==> config.mk <==
export PLATFORM = sky130hd
export DESIGN_NAME = pipelined_color_mapper
export DESIGN_NICKNAME = d
export VERILOG_FILES = /design/src/rtl/pipelined_color_mapper.sv
export SDC_FILE = /design/constraint.sdc
export NUM_CORES = 2
export LEC_CHECK = 0
export BUFFER_PORTS_ARGS = -buffer_cell sky130_fd_sc_hd__buf_2
export CAP_MARGIN = 20
export CORE_MARGIN = 3
export CORE_UTILIZATION = 46
export CTS_BUF_LIST = sky130_fd_sc_hd__clkbuf_8 sky130_fd_sc_hd__clkbuf_16
export DETAILED_ROUTE_END_ITERATION = 10
export SYNTH_ARGS = -nofsm -noshare
export SYNTH_HDL_FRONTEND = slang
export SYNTH_SLANG_ARGS = --single-unit
==> constraint.sdc <==
create_clock -name Clk -period 5.8 [get_ports Clk]
set_input_delay 0.29 -clock Clk [delete_from_list [all_inputs] [get_ports Clk]]
set_output_delay 0.29 -clock Clk [all_outputs]
set_load 0.02 [all_outputs]
==> src/rtl/pipelined_color_mapper.sv <==
// pipelined_color_mapper: two-stage registered pixel colour mapper for the
// Space-Invaders display. Stage 1 classifies the pixel and addresses the
// synchronous sprite/ship ROMs; stage 2 picks the returned ROM bit and
// registers the final colour. A per-enemy tracker snapshots alive bits at
// frame_start and runs an explosion countdown for killed enemies.
// Optional build macro: ROW_PALETTE_EN (per-row alive enemy colours).
//
// Handshake: pix_valid marks DrawX/DrawY (and hud_pixel) as a real pixel in
// that cycle; there is no backpressure. out_valid is pix_valid delayed by
// exactly two clocks, and a cycle without pix_valid yields a black bubble.
module pipelined_color_mapper #(
  parameter int COLS        = 10,
  parameter int ROWS        = 6,
  parameter int CELL_LOG2   = 6,
  parameter int SCALE_LOG2  = 2,
  parameter int HUD_H       = 32,
  parameter int BOOM_FRAMES = 8
) (
  input  logic                 Clk,
  input  logic                 Reset_n,
  input  logic                 frame_start,
  input  logic                 pix_valid,
  input  logic [9:0]           DrawX,
  input  logic [9:0]           DrawY,
  input  logic [9:0]           enemy_offset,
  input  logic [9:0]           enemy_top,
  input  logic [ROWS*COLS-1:0] enemy_status,
  input  logic                 anim_sel,
  input  logic [9:0]           player_offset,
  input  logic                 player_flash,
  input  logic                 missile_exists,
  input  logic                 pmissile_exists,
  input  logic [9:0]           missileX,
  input  logic [9:0]           missileY,
  input  logic [9:0]           pMissileX,
  input  logic [9:0]           pMissileY,
  input  logic                 hud_pixel,
  output logic [7:0]           sprite_addr,
  input  logic [7:0]           sprite_data,
  output logic [3:0]           ship_addr,
  input  logic [15:0]          ship_data,
  output logic                 out_valid,
  output logic [7:0]           VGA_R,
  output logic [7:0]           VGA_G,
  output logic [7:0]           VGA_B
);

  localparam int N     = ROWS * COLS;
  localparam int IDX_W = (N > 1) ? $clog2(N) : 1;
  localparam logic [9:0]  SHIP_TOP  = 10'd448;
  localparam logic [23:0] WHITE     = 24'hFFFFFF;
  localparam logic [23:0] BOOM_RGB  = 24'hFF4000;
  localparam logic [23:0] SHIP_RGB  = 24'h00FFFF;

  typedef enum logic [2:0] {
    REG_BG,
    REG_HUD,
    REG_ALIVE,
    REG_BOOM,
    REG_MISSILE,
    REG_SHIP
  } region_e;

  // ---------------- explosion tracker state ----------------
  logic [N-1:0] snap_q, snap_d;
  logic [7:0]   boom_q [N];
  logic [7:0]   boom_d [N];
  logic         first_frame_q, first_frame_d;

  // Frame-boundary snapshot of alive bits and explosion countdown update
  always_comb begin
    snap_d        = snap_q;
    first_frame_d = first_frame_q;
    for (int i = 0; i < N; i++) boom_d[i] = boom_q[i];
    if (frame_start) begin
      snap_d        = enemy_status;
      first_frame_d = 1'b0;
      for (int i = 0; i < N; i++) begin
        if (first_frame_q)        boom_d[i] = 8'd0;
        else if (enemy_status[i]) boom_d[i] = 8'd0;
        else if (snap_q[i])       boom_d[i] = 8'(BOOM_FRAMES);
        else if (boom_q[i] != 0)  boom_d[i] = boom_q[i] - 8'd1;
      end
    end
  end

  // Tracker registers
  always_ff @(posedge Clk) begin
    if (!Reset_n) begin
      snap_q        <= '0;
      first_frame_q <= 1'b1;
      for (int i = 0; i < N; i++) boom_q[i] <= 8'd0;
    end else begin
      snap_q        <= snap_d;
      first_frame_q <= first_frame_d;
      for (int i = 0; i < N; i++) boom_q[i] <= boom_d[i];
    end
  end

  // ---------------- stage 1: classify and address ROMs ----------------
  logic [9:0]       nx, ny, cx, cy;
  logic [10:0]      sx_w, po_w;
  logic [IDX_W-1:0] idx;
  logic [2:0]       line, spx;
  logic [1:0]       row_clamp;
  logic [3:0]       ship_col;
  logic             in_hud, in_grid, enemy_alive, enemy_boom;
  logic             hit_emis, hit_pmis, in_ship;
  region_e          region_d, region_q;
  logic [3:0]       bit_d, bit_q;
  logic             hud_d, hud_q;
  logic             s1_valid_d, s1_valid_q;
`ifdef ROW_PALETTE_EN
  logic [1:0]       pal_d, pal_q;
`endif

  // Region classification, grid cell lookup and ROM address generation
  always_comb begin
    nx        = DrawX - enemy_offset;
    ny        = DrawY - enemy_top;
    cx        = nx >> CELL_LOG2;
    cy        = ny >> (CELL_LOG2 - 1);
    in_hud    = DrawY < 10'(HUD_H);
    in_grid   = (DrawX >= enemy_offset) && (DrawY >= enemy_top) &&
                (cx < 10'(COLS)) && (cy < 10'(ROWS)) && !nx[CELL_LOG2-1];
    idx       = in_grid ? IDX_W'(cy * 10'(COLS) + cx) : '0;
    enemy_alive = snap_q[idx];
    enemy_boom  = boom_q[idx] != 8'd0;
    line      = 3'(ny >> SCALE_LOG2);
    spx       = 3'(nx >> SCALE_LOG2);
    row_clamp = (cy >= 10'd2) ? 2'd2 : cy[1:0];
    // Explosion artwork lives at 48..55, shared by every enemy
    sprite_addr = enemy_alive ? {2'b00, row_clamp, anim_sel, line}
                              : {5'b00110, line};

    hit_emis  = missile_exists &&
                ((DrawX >> SCALE_LOG2) == (missileX >> SCALE_LOG2)) &&
                ((DrawY >> SCALE_LOG2) == (missileY >> SCALE_LOG2));
    hit_pmis  = pmissile_exists &&
                ((DrawX >> SCALE_LOG2) == (pMissileX >> SCALE_LOG2)) &&
                ((DrawY >> SCALE_LOG2) == (pMissileY >> SCALE_LOG2));

    // 11-bit compare so a ship near the right edge never wraps to X=0
    sx_w      = {1'b0, DrawX};
    po_w      = {1'b0, player_offset};
    in_ship   = (DrawY >= SHIP_TOP) && (sx_w >= po_w) &&
                (sx_w < po_w + 11'd64) && !player_flash;
    ship_col  = 4'((DrawX - player_offset) >> SCALE_LOG2);
    ship_addr = 4'((DrawY - SHIP_TOP) >> SCALE_LOG2);

    bit_d    = 4'd0;
    region_d = REG_BG;
    if (pix_valid) begin
      if (in_hud) begin
        region_d = REG_HUD;
      end else if (in_grid && (enemy_alive || enemy_boom)) begin
        region_d = enemy_alive ? REG_ALIVE : REG_BOOM;
        bit_d    = {1'b0, ~spx};
      end else if (hit_emis || hit_pmis) begin
        region_d = REG_MISSILE;
      end else if (in_ship) begin
        region_d = REG_SHIP;
        bit_d    = ~ship_col;
      end
    end
    hud_d      = hud_pixel;
    s1_valid_d = pix_valid;
`ifdef ROW_PALETTE_EN
    pal_d      = 2'(cy % 10'd3);
`endif
  end

  // Stage 1 pipeline registers
  always_ff @(posedge Clk) begin
    if (!Reset_n) begin
      s1_valid_q <= 1'b0;
      region_q   <= REG_BG;
      bit_q      <= 4'd0;
      hud_q      <= 1'b0;
`ifdef ROW_PALETTE_EN
      pal_q      <= 2'd0;
`endif
    end else begin
      s1_valid_q <= s1_valid_d;
      region_q   <= region_d;
      bit_q      <= bit_d;
      hud_q      <= hud_d;
`ifdef ROW_PALETTE_EN
      pal_q      <= pal_d;
`endif
    end
  end

  // ---------------- stage 2: ROM bit select and colour ----------------
  logic        pix_on;
  logic [23:0] alive_rgb, on_rgb, rgb_d, rgb_q;
  logic        out_valid_d, out_valid_q;

  // Pick the lit bit for the registered region and map it to a colour
  always_comb begin
`ifdef ROW_PALETTE_EN
    case (pal_q)
      2'd0:    alive_rgb = 24'hFF00FF;
      2'd1:    alive_rgb = 24'h00FF00;
      default: alive_rgb = 24'hFFFF00;
    endcase
`else
    alive_rgb = WHITE;
`endif
    pix_on = 1'b0;
    on_rgb = WHITE;
    case (region_q)
      REG_HUD:     pix_on = hud_q;
      REG_ALIVE: begin
        pix_on = sprite_data[bit_q[2:0]];
        on_rgb = alive_rgb;
      end
      REG_BOOM: begin
        pix_on = sprite_data[bit_q[2:0]];
        on_rgb = BOOM_RGB;
      end
      REG_MISSILE: pix_on = 1'b1;
      REG_SHIP: begin
        pix_on = ship_data[bit_q];
        on_rgb = SHIP_RGB;
      end
      default:     pix_on = 1'b0;
    endcase
    rgb_d       = (s1_valid_q && pix_on) ? on_rgb : 24'h000000;
    out_valid_d = s1_valid_q;
  end

  // Stage 2 output registers
  always_ff @(posedge Clk) begin
    if (!Reset_n) begin
      rgb_q       <= 24'h000000;
      out_valid_q <= 1'b0;
    end else begin
      rgb_q       <= rgb_d;
      out_valid_q <= out_valid_d;
    end
  end

  assign out_valid = out_valid_q;
  assign VGA_R     = rgb_q[23:16];
  assign VGA_G     = rgb_q[15:8];
  assign VGA_B     = rgb_q[7:0];

endmodule

[After elaboration in Yosys (flattened, before gate mapping)]
Memory sizes are Yosys's and may differ from the RTL's.
Index checks and enable logic that the tools add are counted.
Operators by class
  multiplexer cells: 322
  equal/unequal tests: 9
  reduce and logical (&&, ||, !) cells: 83
  multipliers: 1
  order comparisons: 12
  $add $sub $neg: 66
  bitwise operators: 65
Operator list (number)
  2-to-1 mux 8 bit: 300
  nonzero test 8 bit: 61
  2-to-1 mux 480 bit: 1
  subtractor 8 x 1 -> 8 bit (second input constant): 60
  bitwise OR 1 bit: 60
  case mux 24 bit (2 select lines): 1
  == test 8 bit: 4
  greater-or-equal comparator 10 bit: 3
  subtractor 10 bit: 2
  2-to-1 mux 3 bit: 6
  logical AND 1 bit: 13
  2-to-1 mux 6 bit: 2
  adder 10 x 7 -> 11 bit (second input constant): 1
  less-than comparator 10 x 11 -> 1 bit: 1
  greater-or-equal comparator 10 x 9 -> 1 bit (second input constant): 1
  less-than comparator 10 x 6 -> 1 bit (second input constant): 1
  less-than comparator 6 x 7 -> 1 bit (second input constant): 1
  2-to-1 mux 1 bit: 7
  adder 6 x 4 -> 6 bit: 1
  binary-select mux 1 bit (select 6 bit): 1
  == test 3 x 2 -> 1 bit (second input constant): 2
  == test 3 bit (second input constant): 2
  OR reduction 6 bit: 1
  subtractor 6 x 1 -> 6 bit (second input constant): 1
  20 further kinds: 25
Storage, ports and cells
  word-level logic and storage cells: 569
  bits in writable memories: 480
  input bits: 183
  register bits after elaboration: 95
  memories kept: 1
Memories
  boom_q: depth 60, width 8, rd ports 61, clocked after memory_dff 0, wr ports 60, line 66  | logic [7:0] boom_q [N];

[Longest topological paths before layout]
  depth in word-level cells: 12
  mapped depth: 22
  depth with buffers taken out: 22

[Worst setup path after synthesis]
No wires, ideal clock.
  path kind: in2reg
  start point: input port enemy_top[1]
  end point: register bit_q[0]
  library setup time: 0.121 ns
  cell stages on the path: 19
  arrival: 4.395 ns
  required time: 5.679 ns
  slack: 1.284 ns
  path through: inv_1 -> ha_1 -> and2b_1 -> o211ai_2 -> nand2_1 -> a21oi_1 -> xnor2_1 -> ha_1 -> inv_1 -> fa_1 -> a211o_1 -> or3_1 -> buf_2 -> a2111oi_2 -> a31oi_1 -> a2111oi_4 -> nand2_1 -> o31a_4 -> mux2_4
Between the ends
  cells in the longest elaborated chain, start to end: 11
RTL lines
  start: declaration: line 26  | input logic [9:0] enemy_top,
  branches (longest 9 deep; another with subtractor 10 bit)
  logical AND 1 bit (*): line 156  | end else if (in_grid && (enemy_alive || enemy_boom)) begin
  2-to-1 mux 3 bit (*): line 156
  end signal: assignment: line 186  | bit_q <= bit_d;
  end: declaration: line 110  | logic [3:0] bit_d, bit_q;
Every way passes the cells marked *. The select of a mux whose other input is x is not followed.
A chain may end at the register's enable or synchronous reset.

[Worst setup path in the final report]
  start point: input port DrawY[4]
  end point: output port sprite_addr[4]
Between the ends
  cells in the longest elaborated chain, start to end: 9
RTL lines
  start: declaration: line 24  | input logic [9:0] DrawY,
  branches (longest 8 deep; another with subtractor 10 bit)
  2-to-1 mux 6 bit (*): line 133  | sprite_addr = enemy_alive ? {2'b00, row_clamp, anim_sel, line}
  end: declaration: line 38  | output logic [7:0] sprite_addr,
Marks and branches as above.

==> results.sh <==
export IMPL_drv_cap=0
export IMPL_critPathCaptureType="output port"
export IMPL_ioPinCount=220
export IMPL_routed_wl_mm=86.4
export IMPL_finalHoldViolCount=0
export IMPL_grt_use_total=0.239
export IMPL_multi_input_area_um2=18300
export IMPL_synth_seq_cells=554
export IMPL_critPathBufInv=6
export IMPL_synth_top_family_by_area="simple AND/OR/NAND/NOR gates"
export IMPL_ir_worst_vdd_v=0.000268
export IMPL_setup_violations=0
export IMPL_final_antenna_net_count=0
export IMPL_fin_crit_sh=0.936
export IMPL_cts_sinks=554
export IMPL_status="complete, no violations"
export IMPL_fill_cells=6307
export IMPL_netlist_area_um2=30900
export IMPL_die_area_um2=70300
export IMPL_seq_area_frac_synth=0.359
export IMPL_start_util=0.467
export IMPL_synth_xor_area_share=0.102
export IMPL_cts_buffers=66
export IMPL_dpl_cell_area_um2=32900
export IMPL_fp_row_count=94
export IMPL_drive_gt1_frac=0.105
export IMPL_synth_adder_area_share=0.0415
export IMPL_synth_main_ff_cell="dfxtp_1"
export IMPL_yosys_area_top_type="dfxtp_1"
export IMPL_vias_per_cell=5.54
export IMPL_fin_skew_ns=0.0224
export IMPL_synth_edf_count=0
export IMPL_relSlewSlack=0.248
export IMPL_whs_ns=0.0321
export IMPL_grt_max_degree=86
export IMPL_start_kind="input pin"
export IMPL_yosysWarnings=0
export IMPL_synthTopCellsByCount="dfxtp_1, nor2_1, nand2_1, nor3_1, inv_1"
export IMPL_antenna_found_initial=2
export IMPL_die_y_um=265
export IMPL_synthMuxAreaShare=0.0358
export IMPL_fin_tns_setup_ns=0
export IMPL_worst_hold_path_type="in2reg"
export IMPL_synth_cell_types=91
export IMPL_wl_per_cell_um=17.3
export IMPL_synthSimpleGateAreaFrac=0.267
export IMPL_cts_root_buf="clkbuf_16"
export IMPL_worst_pin_slew_ns=1.11
export IMPL_synthCells=3836
export IMPL_fin_util=0.537
export IMPL_synthToLayoutAreaGrowth_pct=15.0
export IMPL_drt_iter0_drc=1946
export IMPL_nets=4383
export IMPL_cts_path_max_buffers=3
export IMPL_core_area_um2=66200
export IMPL_drt_pass1_iter_count=6
export IMPL_cp_top_family="compound AO/OA/AOI/OAI gates"
export IMPL_grt_pass1_vias=25600
export IMPL_grt_pass1_wl_mm=138
export IMPL_cpPeakStageDelay_ns=0.52
export IMPL_final_max_slew_viol_count=0
export IMPL_ff_latch_area_um2=11100
export IMPL_netlist_area_leader_share=0.359
export IMPL_yosysMostFrequentCell="dfxtp_1"
export IMPL_die_w_um=265
export IMPL_avgSynthCellArea_um2=8.06
export IMPL_critPathMaxFanout=6
export IMPL_drc=0
export IMPL_p_leak_nw=14.3
export IMPL_htreeDepth=3
export IMPL_cts_tree="built"
export IMPL_synth_async_reset_ratio=0
export IMPL_required_ns=5.51
export IMPL_vias=27800
export IMPL_max_freq_mhz=184
export IMPL_design_area_um2=35500
export IMPL_arrival_ns=5.14
export IMPL_crit_slowest_cell="fa_2"
export IMPL_portBuffers=209
export IMPL_dp_hpwl_mm=61.2
export IMPL_layoutNonFillerInstCount=5007
export IMPL_rsz0062_at_grt="false"
export IMPL_clkLatencyLatePin_ns=0.61
export IMPL_overflow=0
export IMPL_cp_cell_sequence="buf_2 > ha_1 > nor3_1 > or2_2 > a21oi_1 > xor2_1 > inv_1 > fa_2 > inv_1 > nor2_1 > buf_4 > a221oi_1 > o21ai_1 > a211o_1 > a32oi_1 > a2111oi_4 > buf_4 > a21o_1 > buf_2"
export IMPL_power_density_nw_per_um2=324
export IMPL_place_congestion=0.883
export IMPL_dp_cells=4835
export IMPL_synth_compound_area_frac=0.145
export IMPL_clk_pin_slew_ns=0.05
export IMPL_fin_crit_ns=5.43
export IMPL_crit_type="in2out"
export IMPL_synthTopCellsByArea="dfxtp_1, nor2_1, xnor2_1, nor3_1, ha_1"
==> worst register-to-register path: cells and delay by family, from the launching register on <==
kind            cells  cell delay (ns)
simple gates        4             1.16
compound gates      3             0.90
mux                 3             0.58
flops               1             0.37
buf+inv             1             0.21
==> cell families after synthesis <==
kind of cell	count (synthesis)
and+or+nand+nor	1667
AOI/OAI and AO/OA	690
DFF	554
buffers and inverters	367
xor gates and xnor gates	358
adders and majority gates	102
muxes	97
other	1
==> stage by stage <==
step           setup slack (ns)  power (mW)
5_1_grt                   0.101        12.1
3_5_place_dp              0.356        7.53
4_1_cts                   0.330        11.6
2_1_floorplan              1.28        6.54
6_report                  0.371        11.5
3_3_place_gp              0.433        7.51
==> timing repair <==
| action | in CTS | in global routing |
|---|---|---|
| hold buffers | 51 | 0 |
| setup buffers | 0 | 0 |
| endpoints found under the setup margin | 0 | 2 |
| gates resized for setup | 0 | 1 |
| endpoints found under the hold margin | 52 | 0 |
==> area by class of cell <==
cell class / count / area share
Sequential cell: 554 / 0.312
Tap cell: 864 / 0.0304
Clock buffer: 80 / 0.0522
Timing Repair Buffer: 331 / 0.0597
Antenna cell: 1 / 0.0000704
Inverter: 229 / 0.0242
Clock inverter: 32 / 0.00602
Multi-Input combinational cell: 2916 / 0.515
==> flip-flops by register name, summed over array words and instances, names as in the netlist <==
name and flops:
first_frame_q 1, bit_q 4, region_q 3, snap_q 60, out_valid 1, rgb_q 3
out_valid_d 1, boom_q 480, hud_q 1
==> layer usage <==
metal  wire length, um  vias up  part of all wire  global-route usage
li1                  -    14000                 -                   -
met1             41100    12900              0.48               0.331
met2             38100      715              0.44               0.384
met3              5020      116             0.058              0.0374
met4              2150        2             0.025              0.0732
met5                12        -           0.00014                   0
==> report_power, final <==
group          internal [mW]  switching (mW)  leakage, nW
combinational           1.27            1.85         8.73
clock                   2.31            1.64         1.08
sequential              4.10           0.328         4.53
==> cells in the final DEF (no fill, tap or decap), types with 51 or more instances in the layout <==
cell             n
a21oi_1        179
buf_2          208
buf_4           59
clkbuf_16       67
dfxtp_1        553
dlygate4sd3_1   51
ha_1           101
inv_1          240
mux2i_1         85
nand2_1        265
nand3_1         60
nor2_1         530
nor2b_1        147
nor3_1         261
nor4_1          78
o21ai_0        161
or3_1          110
xnor2_1        215
xor2_1         139
==> final timing paths <==
kind	startpoint	end	slack, ns	cells past startpoint
hold / removal	enemy_status[1]	snap_q[1]	0.03	3
hold reg to reg	snap_q[42]	boom_q[42][3]	0.47	2
setup reg to reg	boom_q[7][3]	bit_q[0]	2.45	11
setup / recovery	DrawY[4]	sprite_addr[4]	0.37	19
Note: power is estimated with default switching activity, not from simulation.
